### src/rtl/reg_scoreboard_pkg.sv
// Shared constants and helpers for the decode-stage register hazard tracker.
// Latency classes name the result latency of each functional unit family.
package reg_scoreboard_pkg;

  localparam int DEF_MAX_LAT = 7;
  localparam int DEF_LAT_W   = 3;
  localparam int DEF_NUM_SRC = 2;

  localparam int LAT_ALU  = 0;
  localparam int LAT_LOAD = 2;
  localparam int LAT_MUL  = 4;

  // Out-of-range latencies are clamped rather than rejected.
  function automatic int sat_lat(input int lat, input int max_lat);
    return (lat > max_lat) ? max_lat : lat;
  endfunction

endpackage

### src/rtl/reg_scoreboard_if.sv
// Decode-side bundle for the register scoreboard: issue request, operand
// sources, and the stall/accept/pending responses.
interface reg_scoreboard_if
  import reg_scoreboard_pkg::*;
#(
  parameter int NUM_REGS = 32,
  parameter int ADDR_W   = 5,
  parameter int LAT_W    = DEF_LAT_W,
  parameter int NUM_SRC  = DEF_NUM_SRC
);

  logic                      freeze;
  logic                      flush;
  logic                      issue_valid;
  logic                      issue_we;
  logic [ADDR_W-1:0]         issue_dst;
  logic [LAT_W-1:0]          issue_lat;
  logic [NUM_SRC-1:0]        src_valid;
  logic [NUM_SRC*ADDR_W-1:0] src_addr;
  logic                      stall;
  logic                      issue_fire;
  logic [NUM_REGS-1:0]       busy;
  logic [NUM_SRC*LAT_W-1:0]  src_wait;

  modport master (
    output freeze, flush, issue_valid, issue_we, issue_dst, issue_lat,
           src_valid, src_addr,
    input  stall, issue_fire, busy, src_wait
  );

  modport slave (
    input  freeze, flush, issue_valid, issue_we, issue_dst, issue_lat,
           src_valid, src_addr,
    output stall, issue_fire, busy, src_wait
  );

endinterface

### src/rtl/reg_scoreboard_cnt.sv
// One register's remaining-latency counter: load wins over the decrement,
// clear (reset or flush) wins over everything, dec_en low freezes it.
module scoreboard_cnt #(
  parameter int LAT_W = 3
) (
  input  logic             clk,
  input  logic             rst,
  input  logic             clr,
  input  logic             load,
  input  logic [LAT_W-1:0] load_val,
  input  logic             dec_en,
  output logic [LAT_W-1:0] cnt,
  output logic             busy
);

  logic [LAT_W-1:0] r_cnt;

  always_ff @(posedge clk) begin
    if (rst || clr) begin
      r_cnt <= '0;
    end else if (dec_en) begin
      if (load) begin
        r_cnt <= load_val;
      end else if (r_cnt != '0) begin
        r_cnt <= r_cnt - LAT_W'(1);
      end
    end
  end

  assign cnt  = r_cnt;
  assign busy = (r_cnt != '0);

endmodule

### src/rtl/reg_scoreboard.sv
// Register hazard tracker: per-register latency counters plus the source
// and WAW hazard compares that decide stall and issue acceptance.
module reg_scoreboard
  import reg_scoreboard_pkg::*;
#(
  parameter int NUM_REGS = 32,
  parameter int ADDR_W   = 5,
  parameter int MAX_LAT  = DEF_MAX_LAT,
  parameter int LAT_W    = DEF_LAT_W,
  parameter int NUM_SRC  = DEF_NUM_SRC
) (
  input  logic              clk,
  input  logic              rst,
  reg_scoreboard_if.slave   sb
);

  localparam int ADDR_SPAN = 2 ** ADDR_W;

  // Counter view covering the full address space; unbacked entries read 0.
  logic [LAT_W-1:0]    w_cnt [ADDR_SPAN];
  logic [NUM_REGS-1:0] w_busy;
  logic [NUM_SRC-1:0]  w_src_haz;
  logic [LAT_W-1:0]    w_lat_sat;
  logic                w_waw;
  logic                w_stall;
  logic                w_fire;
  logic                w_track;

  assign w_lat_sat = LAT_W'(sat_lat(int'(sb.issue_lat), MAX_LAT));
  assign w_track   = w_fire && sb.issue_we && (sb.issue_dst != '0) && (w_lat_sat != '0);

  genvar gi;
  generate
    for (gi = 0; gi < ADDR_SPAN; gi++) begin : g_reg
      if (gi == 0 || gi >= NUM_REGS) begin : g_zero
        assign w_cnt[gi] = '0;
        if (gi < NUM_REGS) begin : g_busy0
          assign w_busy[gi] = 1'b0;
        end
      end else begin : g_cnt
        scoreboard_cnt #(.LAT_W(LAT_W)) u_cnt (
          .clk      (clk),
          .rst      (rst),
          .clr      (sb.flush),
          .load     (w_track && (sb.issue_dst == ADDR_W'(gi))),
          .load_val (w_lat_sat),
          .dec_en   (~sb.freeze),
          .cnt      (w_cnt[gi]),
          .busy     (w_busy[gi])
        );
      end
    end

    for (gi = 0; gi < NUM_SRC; gi++) begin : g_src
      logic [ADDR_W-1:0] w_addr;
      assign w_addr = sb.src_addr[gi*ADDR_W +: ADDR_W];
      assign sb.src_wait[gi*LAT_W +: LAT_W] = sb.src_valid[gi] ? w_cnt[w_addr] : '0;
      assign w_src_haz[gi] = sb.src_valid[gi] && (w_cnt[w_addr] != '0);
    end
  endgenerate

  // A shorter-latency write may not overtake a pending longer one.
  assign w_waw   = sb.issue_we && (sb.issue_dst != '0) && (w_cnt[sb.issue_dst] > w_lat_sat);
  assign w_stall = sb.issue_valid && ((|w_src_haz) || w_waw);
  assign w_fire  = sb.issue_valid && !w_stall && !sb.freeze && !sb.flush;

  assign sb.stall      = w_stall;
  assign sb.issue_fire = w_fire;
  assign sb.busy       = w_busy;

endmodule

### src/flat_wrapper.sv
// flat-port wrapper written by rule: the top's interface ports become plain ports
module reg_scoreboard_flat import reg_scoreboard_pkg::*;
#(
  parameter int NUM_REGS = 32,
  parameter int ADDR_W   = 5,
  parameter int MAX_LAT  = DEF_MAX_LAT,
  parameter int LAT_W    = DEF_LAT_W,
  parameter int NUM_SRC  = DEF_NUM_SRC
)
  (clk, rst, sb_freeze, sb_flush, sb_issue_valid, sb_issue_we, sb_issue_dst, sb_issue_lat, sb_src_valid, sb_src_addr, sb_stall, sb_issue_fire, sb_busy, sb_src_wait);
  reg_scoreboard_if #(.NUM_REGS(NUM_REGS), .ADDR_W(ADDR_W), .LAT_W(LAT_W), .NUM_SRC(NUM_SRC)) sb_i ();
  input  logic clk;
  input  logic rst;
  input wire logic [$bits(sb_i.freeze)-1:0] sb_freeze;
  input wire logic [$bits(sb_i.flush)-1:0] sb_flush;
  input wire logic [$bits(sb_i.issue_valid)-1:0] sb_issue_valid;
  input wire logic [$bits(sb_i.issue_we)-1:0] sb_issue_we;
  input wire logic [$bits(sb_i.issue_dst)-1:0] sb_issue_dst;
  input wire logic [$bits(sb_i.issue_lat)-1:0] sb_issue_lat;
  input wire logic [$bits(sb_i.src_valid)-1:0] sb_src_valid;
  input wire logic [$bits(sb_i.src_addr)-1:0] sb_src_addr;
  output wire logic [$bits(sb_i.stall)-1:0] sb_stall;
  output wire logic [$bits(sb_i.issue_fire)-1:0] sb_issue_fire;
  output wire logic [$bits(sb_i.busy)-1:0] sb_busy;
  output wire logic [$bits(sb_i.src_wait)-1:0] sb_src_wait;
  assign sb_i.freeze = sb_freeze;
  assign sb_i.flush = sb_flush;
  assign sb_i.issue_valid = sb_issue_valid;
  assign sb_i.issue_we = sb_issue_we;
  assign sb_i.issue_dst = sb_issue_dst;
  assign sb_i.issue_lat = sb_issue_lat;
  assign sb_i.src_valid = sb_src_valid;
  assign sb_i.src_addr = sb_src_addr;
  assign sb_stall = sb_i.stall;
  assign sb_issue_fire = sb_i.issue_fire;
  assign sb_busy = sb_i.busy;
  assign sb_src_wait = sb_i.src_wait;
  reg_scoreboard #(.NUM_REGS(NUM_REGS), .ADDR_W(ADDR_W), .MAX_LAT(MAX_LAT), .LAT_W(LAT_W), .NUM_SRC(NUM_SRC)) u_core (.clk(clk), .rst(rst), .sb(sb_i));
endmodule
### config.mk
export PLATFORM = sky130hd
export DESIGN_NAME = reg_scoreboard_flat
export DESIGN_NICKNAME = d
export VERILOG_FILES = /design/src/rtl/reg_scoreboard_pkg.sv /design/src/rtl/reg_scoreboard_if.sv /design/src/rtl/reg_scoreboard_cnt.sv /design/src/rtl/reg_scoreboard.sv /design/src/flat_wrapper.sv
export SDC_FILE = /design/constraint.sdc
export NUM_CORES = 1
export LEC_CHECK = 0
export CAP_MARGIN = 20
export CORE_ASPECT_RATIO = 1.2
export CORE_MARGIN = 2
export CORE_UTILIZATION = 55
export DETAILED_ROUTE_END_ITERATION = 10
export PLACE_DENSITY = 0.83
export SLEW_MARGIN = 30
export SYNTH_ARGS = -nofsm -noshare
export SYNTH_HDL_FRONTEND = slang
export SYNTH_SLANG_ARGS = --single-unit
### constraint.sdc
create_clock -name clk -period 6.4 [get_ports clk]
set_clock_uncertainty 0.1 [all_clocks]
set_input_delay 1.28 -clock clk [delete_from_list [all_inputs] [get_ports clk]]
set_output_delay 1.28 -clock clk [all_outputs]
set_load 0.03 [all_outputs]
==> impl_results.md <==
* Worst Path Arrival at 4.85 ns
* Vertical die dimension at 150 um
* Number of cells on the worst reg-to-reg path at 13
* Most area-hungry cell type in the Yosys netlist: sky130_fd_sc_hd__dfxtp_1
* Clock tree from TritonCTS: done
* Count of input and output buffers at 64
* Total Die Area at 0.0188 mm^2
* Via density per instance at 7.00
* Antenna Violating Nets Remaining at 0
* Count of placed standard cells in the final layout, fillers left out at 1,332
* Starting utilization of the core area at 0.557
* Setup_tns at 0 ns
* Dominant register cell in the synthesized netlist: sky130_fd_sc_hd__dfxtp_1
* Post-CTS Hold Buffers at 0
* Area growth from synthesis to layout at 8.50%
* Latest clock arrival within the worst-skew pair at 0.37 ns
* CTS H-tree lvls at 3
* Required time of the worst setup path at between 5 and 6 ns
* Worst IR Drop VDD at 0.000121 V
* Kind of launch point of the worst setup path: primary input
* Static Leakage at 3.76 nW
* Type of element capturing the critical path: primary output
* Critical path class: primary input to primary output
* Outcome: finished, final reports clean
* Placement row count at 53
* Max Transition Viols Final at 0
* Headroom to the max-slew limit at 0.358
* Share of layout cells above drive strength 1 at 0.132
* Wire length of the first global-routing pass at 46,300 um
* Number of enable-type register cells in the synthesized netlist at 0
* Count of vias placed by the detailed router at 9,327
* Post-layout net count at 1,197
* Tmin final at 6.23 ns
* Synthesized net count at 1,216
* Setup repair after global routing missed its margin: false
* Initial antenna violation count at 1
* Worst Hold Depth at 2
* Largest cells by area after synthesis: sky130_fd_sc_hd__dfxtp_1 (19%), sky130_fd_sc_hd__mux4_2 (14%), sky130_fd_sc_hd__ha_1 (8.4%), sky130_fd_sc_hd__mux2i_1 (5.0%), sky130_fd_sc_hd__nor3_1 (3.8%)
* Power Total at ~1.4 mW
* Share of synthesized area occupied by flip-flops and latches at 0.192
* Average cell area after synthesis at between 8 and 9 um^2
* Total count of hold-check failures in the final report at 0
* Vias in the first global route at 8,865
* Post-DP HPWL at 20,800 um
* Final worst-path cycle share at 0.973
* Gate Count Post-Synth at between 1,000 and 1,500
* Async SR Flop Fraction at 0
* Final wirelength at 29,100 um
* Beginning of the worst register-to-register path: u_core.g_reg[15].g_cnt.u_cnt.cnt[1]$_SDFFE_PP0P_
* Total standard cell area after synthesis at 0.00972 mm^2
* All-Layer GR Usage at 0.307
* Number of top-level pins at 66
* Critical path fanouts, max at 11
* Flip-flop count of the largest register, all copies and words added at 93
* Final Setup Violations at 0
* Cell variety after synth at 52
* Number of buffers created by CTS at 9
* PD cells at 135 mW/mm^2
* Grt total ovfl at 0
* Number of warnings issued by yosys at 0
* Detailed Routing Iterations Pass 1 at 8
* Area share of the largest cell type after synthesis at 0.192
* Hold path start: u_core.g_reg[27].g_cnt.u_cnt.cnt[1]$_SDFFE_PP0P_
* Clock slew seen by the registers of the worst setup and hold paths at around 0.07 ns
* Maximum number of pins on one net before global-route repair at 66
* Number of clock sinks seen by CTS at 93
* DR iter-0 viols at around 1,200
* Core region area at roughly 0.017 mm^2
* Buffer type at the clock tree root: sky130_fd_sc_hd__clkbuf_16
* R2R Setup Slk at 2.05 ns
* Slew at the pin closest to its max-slew limit at 0.960 ns
* Maximum Capacitance Violations at 0
* Maximum buffer depth of the clock tree at 2
* Capturing point of the worst reg2reg path: u_core.g_reg[20].g_cnt.u_cnt.cnt[2]$_SDFFE_PP0P_
* Width of the die at 125 um
* Routed wirelength normalized by instance count at around 22 um
* Number of cells after detailed placement at 1,315
* Maximum clock frequency at 0.161 GHz
* Endpoint with the worst hold slack: u_core.g_reg[27].g_cnt.u_cnt.cnt[1]$_SDFFE_PP0P_
* Final routed DRC violation total at 0
* Worst Hold Class: register to register
* Placer's final routability congestion estimate at 1.01
* Total of flip-flops plus latches after synthesis at 93
[critical path, cell delays in order]
cell and delay, ns:
sky130_fd_sc_hd__clkdlybuf4s50_1 0.59, sky130_fd_sc_hd__buf_4 0.25, sky130_fd_sc_hd__mux4_2 0.32, sky130_fd_sc_hd__mux4_2 0.49, sky130_fd_sc_hd__mux2_2 0.28, sky130_fd_sc_hd__ha_1 0.29, sky130_fd_sc_hd__nor2b_1 0.14, sky130_fd_sc_hd__o21a_1 0.16
sky130_fd_sc_hd__o221ai_1 0.17, sky130_fd_sc_hd__a31oi_1 0.10, sky130_fd_sc_hd__nor4_4 0.17, sky130_fd_sc_hd__nand2_1 0.18, sky130_fd_sc_hd__nor4b_4 0.23, sky130_fd_sc_hd__buf_4 0.19
[layout make-up]
type                       count  area [um^2]
antenna                        1         2.50
clock buffer                  12          256
clock inverter                 4         70.1
fill                        1468         6890
inverter                      83          312
multi-input combinational    832         6960
sequential                    93         1860
tap                          220          275
timing repair buffer          87          805
[metal layers]
layer,track usage,up-vias,part of all wire
met2,0.502,582,0.47
met5,0,-,0.00045
met3,0.0608,157,0.091
met1,0.374,4428,0.37
li1,-,4158,-
met4,0.192,2,0.064
[kinds of logic (layout without fill, tap and decap cells)]
kind of cell | Yosys count | after routing | synth area share
flip-flops | 93 | 93 | 0.192
buffers and inverters | 200 | 186 | 0.0955
multiplexers | 124 | 124 | 0.208
adder cells (fa/ha/maj) | 65 | 65 | 0.0837
other | 1 | 2 | 0.000386
AO/OA/AOI/OAI | 272 | 272 | 0.187
AND/OR/NAND/NOR | 370 | 370 | 0.234
[placed cells by master (no fill, tap or decap), types with 9 or more instances in the layout]
master / count
sky130_fd_sc_hd__mux4_2: 61
sky130_fd_sc_hd__nand4_2: 16
sky130_fd_sc_hd__nor2_1: 35
sky130_fd_sc_hd__nand4_1: 13
sky130_fd_sc_hd__o21ai_0: 37
sky130_fd_sc_hd__nor3_1: 74
sky130_fd_sc_hd__nand3_1: 27
sky130_fd_sc_hd__nor4b_1: 32
sky130_fd_sc_hd__nor2b_1: 55
sky130_fd_sc_hd__inv_1: 82
sky130_fd_sc_hd__a21o_1: 15
sky130_fd_sc_hd__ha_1: 65
sky130_fd_sc_hd__dfxtp_1: 93
sky130_fd_sc_hd__a21oi_1: 69
sky130_fd_sc_hd__nand2b_1: 40
sky130_fd_sc_hd__o2bb2a_1: 15
sky130_fd_sc_hd__o22ai_1: 31
sky130_fd_sc_hd__mux2_2: 9
sky130_fd_sc_hd__buf_4: 25
sky130_fd_sc_hd__clkbuf_16: 9
sky130_fd_sc_hd__nand2_1: 39
sky130_fd_sc_hd__o31ai_1: 11
sky130_fd_sc_hd__a22oi_1: 16
sky130_fd_sc_hd__mux2i_1: 49
sky130_fd_sc_hd__a211oi_1: 15
sky130_fd_sc_hd__and4_1: 10
sky130_fd_sc_hd__o21a_1: 19
sky130_fd_sc_hd__clkdlybuf4s50_1: 60
sky130_fd_sc_hd__a31oi_1: 10
[metrics by stage]
stage / utilization / instance area [um^2] / hold slack (ns) / worst slack [ns]
6_report: 0.605 / 10500 / 0.460 / 0.172
5_1_grt: 0.605 / 10500 / 0.489 / 0.0413
4_1_cts: 0.604 / 10500 / 0.455 / 0.128
3_5_place_dp: 0.586 / 10200 / 0.444 / 0.145
3_3_place_gp: 0.586 / 10200 / 0.436 / 0.203
2_1_floorplan: - / 9740 / 0.389 / 0.0411
[power by group]
part           internal [mW]  switching, mW
sequential             0.578       0.000239
combinational         0.0741          0.163
clock                  0.363          0.246
total                   1.02          0.409
[worst max-delay path by stage]
stage                     from             to  slack, ns  cells past startpoint
6_report       sb_issue_dst[1]  sb_issue_fire       0.17                     14
5_1_grt        sb_issue_dst[1]  sb_issue_fire       0.04                     14
4_1_cts        sb_issue_dst[1]  sb_issue_fire       0.13                     14
3_5_place_dp   sb_issue_dst[1]  sb_issue_fire       0.15                     14
3_3_place_gp   sb_issue_dst[1]  sb_issue_fire       0.20                     14
2_1_floorplan  sb_issue_dst[0]  sb_issue_fire       0.04                     15
[synth_stat cells (all sizes together) (5+ instances only)]
cell type  instances
a22oi             16
and3               6
o22ai             31
a211oi            15
a21oi             69
a221oi             5
a31oi             11
or2                5
mux2i             49
ha                65
inv               83
nand2             39
o211ai             6
mux2              14
nor4               5
dfxtp             93
and4              10
o21ai             37
nor2              35
o21a              19
clkbuf            55
nor3              74
o31ai             11
and2               5
nor4b             33
nor2b             55
mux4              61
buf               62
o2bb2a            21
nand4             32
nand3             27
a21o              15
nand2b            40
a221o              6
[timing repair]
item | in CTS | in global routing
setup buffers | 0 | 0
setup endpoints to repair | 0 | 1
gates resized for setup | 0 | 1
Note: power is estimated with default switching activity, not from simulation.
